**src/rtl/prog_run_ctrl.sv**
```systemverilog
`default_nettype none
// ============================================================================
// Module   : prog_run_ctrl
// Brief    : Loads a program into instruction memory, runs the core for a set
//            number of cycles, then streams the whole register file out.
// Revision : 1.0 - initial release
// ============================================================================
module prog_run_ctrl #(
    parameter  int XLEN       = 32,
    parameter  int IMEM_DEPTH = 256,
    parameter  int NREGS      = 32,
    parameter  int CNT_W      = 16,
    localparam int AW         = $clog2(IMEM_DEPTH),
    localparam int RW         = $clog2(NREGS)
) (
    input  logic             clk,
    input  logic             rst,
    input  logic             start,
    input  logic [CNT_W-1:0] run_cycles,
    input  logic             ld_valid,
    input  logic [XLEN-1:0]  ld_data,
    input  logic             ld_last,
    output logic             ld_ready,
    output logic             imem_we,
    output logic [AW-1:0]    imem_waddr,
    output logic [XLEN-1:0]  imem_wdata,
    output logic             core_rst,
    output logic             core_en,
    output logic [RW-1:0]    rf_raddr,
    input  logic [XLEN-1:0]  rf_rdata,
    output logic             dump_valid,
    output logic [RW-1:0]    dump_idx,
    output logic [XLEN-1:0]  dump_data,
    input  logic             dump_ready,
    output logic             busy,
    output logic             done,
    output logic             err_overflow,
    output logic [CNT_W-1:0] cycle_count
);

    typedef enum logic [2:0] {
        S_IDLE = 3'd0,
        S_LOAD = 3'd1,
        S_RUN  = 3'd2,
        S_DUMP = 3'd3,
        S_FIN  = 3'd4
    } state_t;

    localparam logic [AW-1:0] c_last_addr = AW'(IMEM_DEPTH - 1);
    localparam logic [RW-1:0] c_last_reg  = RW'(NREGS - 1);

    // Output flag vector: {core_rst, core_en, ld_ready, busy, done, dump_valid}
    function automatic logic [5:0] flags_for(input state_t s);
        logic [5:0] f;
        case (s)
            S_IDLE:  f = 6'b100000;
            S_LOAD:  f = 6'b101100;
            S_RUN:   f = 6'b010100;
            S_DUMP:  f = 6'b000101;
            S_FIN:   f = 6'b100010;
            default: f = 6'b100000;
        endcase
        return f;
    endfunction

    state_t           r_state;
    logic [5:0]       r_flags;
    logic [CNT_W-1:0] r_run_cycles;
    logic [CNT_W-1:0] r_cycle_count;
    logic [AW-1:0]    r_waddr;
    logic [RW-1:0]    r_dump_idx;
    logic             r_err_overflow;

    logic             w_beat;
    logic [CNT_W-1:0] w_count_inc;

    assign w_beat      = ld_valid & r_flags[3];
    assign w_count_inc = r_cycle_count + 1'b1;

    always_ff @(posedge clk or posedge rst) begin
        if (rst) begin
            r_state        <= S_IDLE;
            r_flags        <= flags_for(S_IDLE);
            r_run_cycles   <= '0;
            r_cycle_count  <= '0;
            r_waddr        <= '0;
            r_dump_idx     <= '0;
            r_err_overflow <= 1'b0;
        end else begin
            case (r_state)
                S_IDLE: begin
                    if (start) begin
                        r_run_cycles   <= run_cycles;
                        r_cycle_count  <= '0;
                        r_waddr        <= '0;
                        r_dump_idx     <= '0;
                        r_err_overflow <= 1'b0;
                        r_state        <= S_LOAD;
                        r_flags        <= flags_for(S_LOAD);
                    end
                end
                S_LOAD: begin
                    if (w_beat) begin
                        r_waddr <= r_waddr + 1'b1;
                        if (ld_last) begin
                            // A zero-length run skips straight to the dump.
                            if (r_run_cycles == '0) begin
                                r_state <= S_DUMP;
                                r_flags <= flags_for(S_DUMP);
                            end else begin
                                r_state <= S_RUN;
                                r_flags <= flags_for(S_RUN);
                            end
                        end else if (r_waddr == c_last_addr) begin
                            r_err_overflow <= 1'b1;
                            r_state        <= S_FIN;
                            r_flags        <= flags_for(S_FIN);
                        end
                    end
                end
                S_RUN: begin
                    r_cycle_count <= w_count_inc;
                    if (w_count_inc == r_run_cycles) begin
                        r_state <= S_DUMP;
                        r_flags <= flags_for(S_DUMP);
                    end
                end
                S_DUMP: begin
                    if (dump_ready) begin
                        if (r_dump_idx == c_last_reg) begin
                            r_state <= S_FIN;
                            r_flags <= flags_for(S_FIN);
                        end else begin
                            r_dump_idx <= r_dump_idx + 1'b1;
                        end
                    end
                end
                S_FIN: begin
                    r_state <= S_IDLE;
                    r_flags <= flags_for(S_IDLE);
                end
                default: begin
                    r_state <= S_IDLE;
                    r_flags <= flags_for(S_IDLE);
                end
            endcase
        end
    end

    assign core_rst     = r_flags[5];
    assign core_en      = r_flags[4];
    assign ld_ready     = r_flags[3];
    assign busy         = r_flags[2];
    assign done         = r_flags[1];
    assign dump_valid   = r_flags[0];

    assign imem_we      = w_beat;
    assign imem_waddr   = r_waddr;
    assign imem_wdata   = ld_data;

    assign rf_raddr     = r_dump_idx;
    assign dump_idx     = r_dump_idx;
    assign dump_data    = rf_rdata;

    assign err_overflow = r_err_overflow;
    assign cycle_count  = r_cycle_count;

endmodule
`default_nettype wire

```
**config.mk**
```make
export PLATFORM = sky130hd
export DESIGN_NAME = prog_run_ctrl
export DESIGN_NICKNAME = d
export VERILOG_FILES = /design/src/rtl/prog_run_ctrl.sv
export SDC_FILE = /design/constraint.sdc
export NUM_CORES = 1
export LEC_CHECK = 0
export CORE_MARGIN = 3
export CORE_UTILIZATION = 40
export CTS_CLUSTER_DIAMETER = 120
export DETAILED_ROUTE_END_ITERATION = 8
export PLACE_DENSITY = 0.79
export SYNTH_ARGS = -nofsm -noshare
export SYNTH_HDL_FRONTEND = slang
export SYNTH_SLANG_ARGS = --single-unit
```
**constraint.sdc**
```tcl
create_clock -name clk -period 3.2 [get_ports clk]
set_input_delay 0.48 -clock clk [delete_from_list [all_inputs] [get_ports clk]]
set_output_delay 0.48 -clock clk [all_outputs]
set_load 0.02 [all_outputs]
```
==> impl_metrics.json <==
{
  "syn_nets": 486,
  "cts_setup_buffers": 0,
  "core_um2": 8460,
  "power_density_nw_per_um2": 795,
  "multiInputGateArea_um2": 1620,
  "worstSetupStartpointType": "flop",
  "grt_pass1_wl_um": 13700,
  "final_common_cell": "clkdlybuf4s50_1",
  "p_total_mw": 3.11,
  "die_h_um": 101,
  "vias": 2761,
  "remaining_drc_errors": 0,
  "cp_top_family": "simple AND/OR/NAND/NOR gates",
  "cts_sinks": 54,
  "routed_wl_um": 8760,
  "p_leak_nw": 1.60,
  "cpMaxStageDelayCell": "or4_1",
  "avgViaCountPerCell": 5.62,
  "numCtsBuffers": 5,
  "dp.cells": 483,
  "antenna_found_initial": 0,
  "clkPwrFrac_pct": 13.1,
  "clk_path_buf_depth": 2,
  "place_area_um2": 3810,
  "dp_hpwl_um": 6630,
  "grt_overflow_total": 0,
  "p_int_mw": 1.78,
  "final_area_um2": 3910,
  "final.setup.tns_ns": 0,
  "clk-insertion-delay-late_ns": 0.31,
  "hold_buffers": 0,
  "design.die.area_um2": 10200,
  "required_ns": 3.44,
  "ys_seq_elements": 54,
  "gp_congestion": 0.922,
  "hp-class": "in -> async",
  "relSlewSlack_pct": 39.1,
  "area_delta_synth_final_pct": 8.51,
  "criticalPathCategory": "reg -> reg",
  "dp_slack_ns": 0.391,
  "fmax_mhz": 354,
  "rsz0062_at_grt": "no",
  "path_cells": "ha_1 > nand3_2 > or4_1 > xnor2_1 > nor4_1 > nand4_2 > a21oi_4 > mux2_1",
  "min_period_ns": 2.82,
  "min_period_over_period_pct": 88.2,
  "ios": 192,
  "postSynth.asyncResetShare_pct": 100,
  "cts_tree": "built",
  "fillers": 756,
  "firstDrtPassIters": 5,
  "whs_ns": 0.444,
  "switching_share_pct": 42.8,
  "status": "complete, no violations",
  "port-buffer-count": 63,
  "fp-row-count": 33,
  "fin_util_pct": 46.2,
  "wl_per_cell_um": 17.8,
  "ff2ff_setup_slack_ns": 0.38,
  "cts.repair.resized": 0,
  "postSynthAreaPerCell_um2": 9.10,
  "yosys_warnings": 0,
  "setup_viol": 0,
  "slew_viol_final": 0,
  "seq_area_frac_synth_pct": 37.5,
  "finClkSkew_ns": 0.00851,
  "cp_max_fo": 8,
  "drv_cap": 0,
  "peakVddDrop_v": 0.000296,
  "syn_area_um2": 3600,
  "yosysUniqueCellTypes": 55,
  "critPathCaptureType": "flop",
  "mostFrequentLayoutCells": "clkdlybuf4s50_1, dfrtp_1, o21ai_0",
  "groute.usage.overall_pct": 16.8,
  "regArea_um2": 1350,
  "pwr-share-seq_pct": 39.2,
  "p_comb_share_pct": 47.7,
  "first_iter_violations": 200,
  "fin_ws_ns": 0.378,
  "die_x_um": 101,
  "synth_edf_count": 0,
  "root_buffer": "clkbuf_8",
  "netlist_instances": 396,
  "clk_pin_slew_worst_paths_ns": 0.10,
  "initial_core_util_pct": 42.6,
  "critPathArrivalTime_ns": 3.06,
  "fin_nets": 475,
  "tightest_slew_ns": 0.910,
  "n_antenna_cell": 0,
  "final_antenna_net_count": 0,
  "grt_pass1_vias": 2658,
  "ys.flop_type": "dfrtp_1",
  "ctsHtreeMaxLevel": 2,
  "drive_above_1_share_pct": 11.4,
  "critPathBufInv": 0,
  "stdcell_count": 491,
  "finalHoldViolations": 0,
  "cp_slowest_stage_delay_ns": 0.59,
  "p_sw_mw": 1.33,
  "grt_max_degree": 24
}
-- Yosys cell counts (2+ instances only) --
cell       number  area share (%)
buf_4          69              14
dfrtp_1        53              37
o21ai_0        31             4.3
nand2_1        30             3.1
nor2_1         29             3.0
mux2_2         16             5.0
xnor2_1        14             3.4
xor2_1         12             2.9
nand3_1        11             1.5
a21oi_1        10             1.4
clkbuf_1       10             1.0
inv_1          10             1.0
nor3_1          9             1.3
nor4_1          9             1.6
nand4_1         8             1.4
buf_2           7            0.97
o31ai_1         6             1.3
and3_1          5            0.87
a21o_1          4            0.83
ha_1            4             1.4
nand2b_1        4            0.69
a22o_1          3            0.73
o22ai_1         3            0.52
or3_1           3            0.52
a2bb2oi_1       2            0.49
and2_1          2            0.35
and3b_1         2            0.49
nand4_2         2            0.69
or4_1           2            0.42
-- power by group through the flow --
stage	Sequential, mW	Combinational (mW)	Clock [mW]
after floorplan	1.19	1.12	0
after global placement	1.21	1.43	0
after detailed placement	1.23	1.47	0
after CTS	1.21	1.48	0.411
after global routing	1.26	1.61	0.445
final	1.22	1.48	0.408
-- sequential cells by signal (all words and copies together), names as in the netlist --
register and flops:
imem_waddr 8, r_flags 6, dump_idx 5, r_state 2, cycle_count 16, err_overflow 1, r_run_cycles 16
-- per-layer routing --
metal,global-route usage [%],routed length (um),vias to the layer above
met3,3.39,729,30
met1,21.2,3570,1305
met2,28.0,4250,142
met4,6.65,204,0
li1,-,-,1284
met5,0,0,-
-- final timing paths --
path                                      from        endpoint  cells after the start
worst max register to register  cycle_count[0]      r_flags[5]                      8
worst min register to register    err_overflow    err_overflow                      2
worst max-delay path            cycle_count[0]      r_flags[5]                      8
min in group clk                  err_overflow    err_overflow                      2
max in group asynchronous                  rst  cycle_count[2]                      3
worst min-delay path                       rst      r_flags[3]                      2
-- kinds of logic (layout without fill, tap and decap cells) --
logic type | count (synthesis) | after routing | share of synthesized area, %
adder cells (fa/ha/maj) | 4 | 4 | 1.39
AND/OR/NAND/NOR | 128 | 128 | 18.9
AO/OA/AOI/OAI | 68 | 68 | 12.0
flip-flops | 54 | 54 | 37.5
multiplexers | 18 | 18 | 5.59
XOR/XNOR | 27 | 27 | 6.98
buffers and inverters | 97 | 87 | 17.6
-- final cells by class --
class                           instances  share of cell area [%]
Clock buffer                            7                    2.21
Clock inverter                          1                   0.224
Inverter                               10                   0.960
Multi-Input combinational cell        245                    41.4
Sequential cell                        54                    34.6
Tap cell                              105                    3.36
Timing Repair Buffer                   69                    17.3
Power figures use the tool's default switching activity.
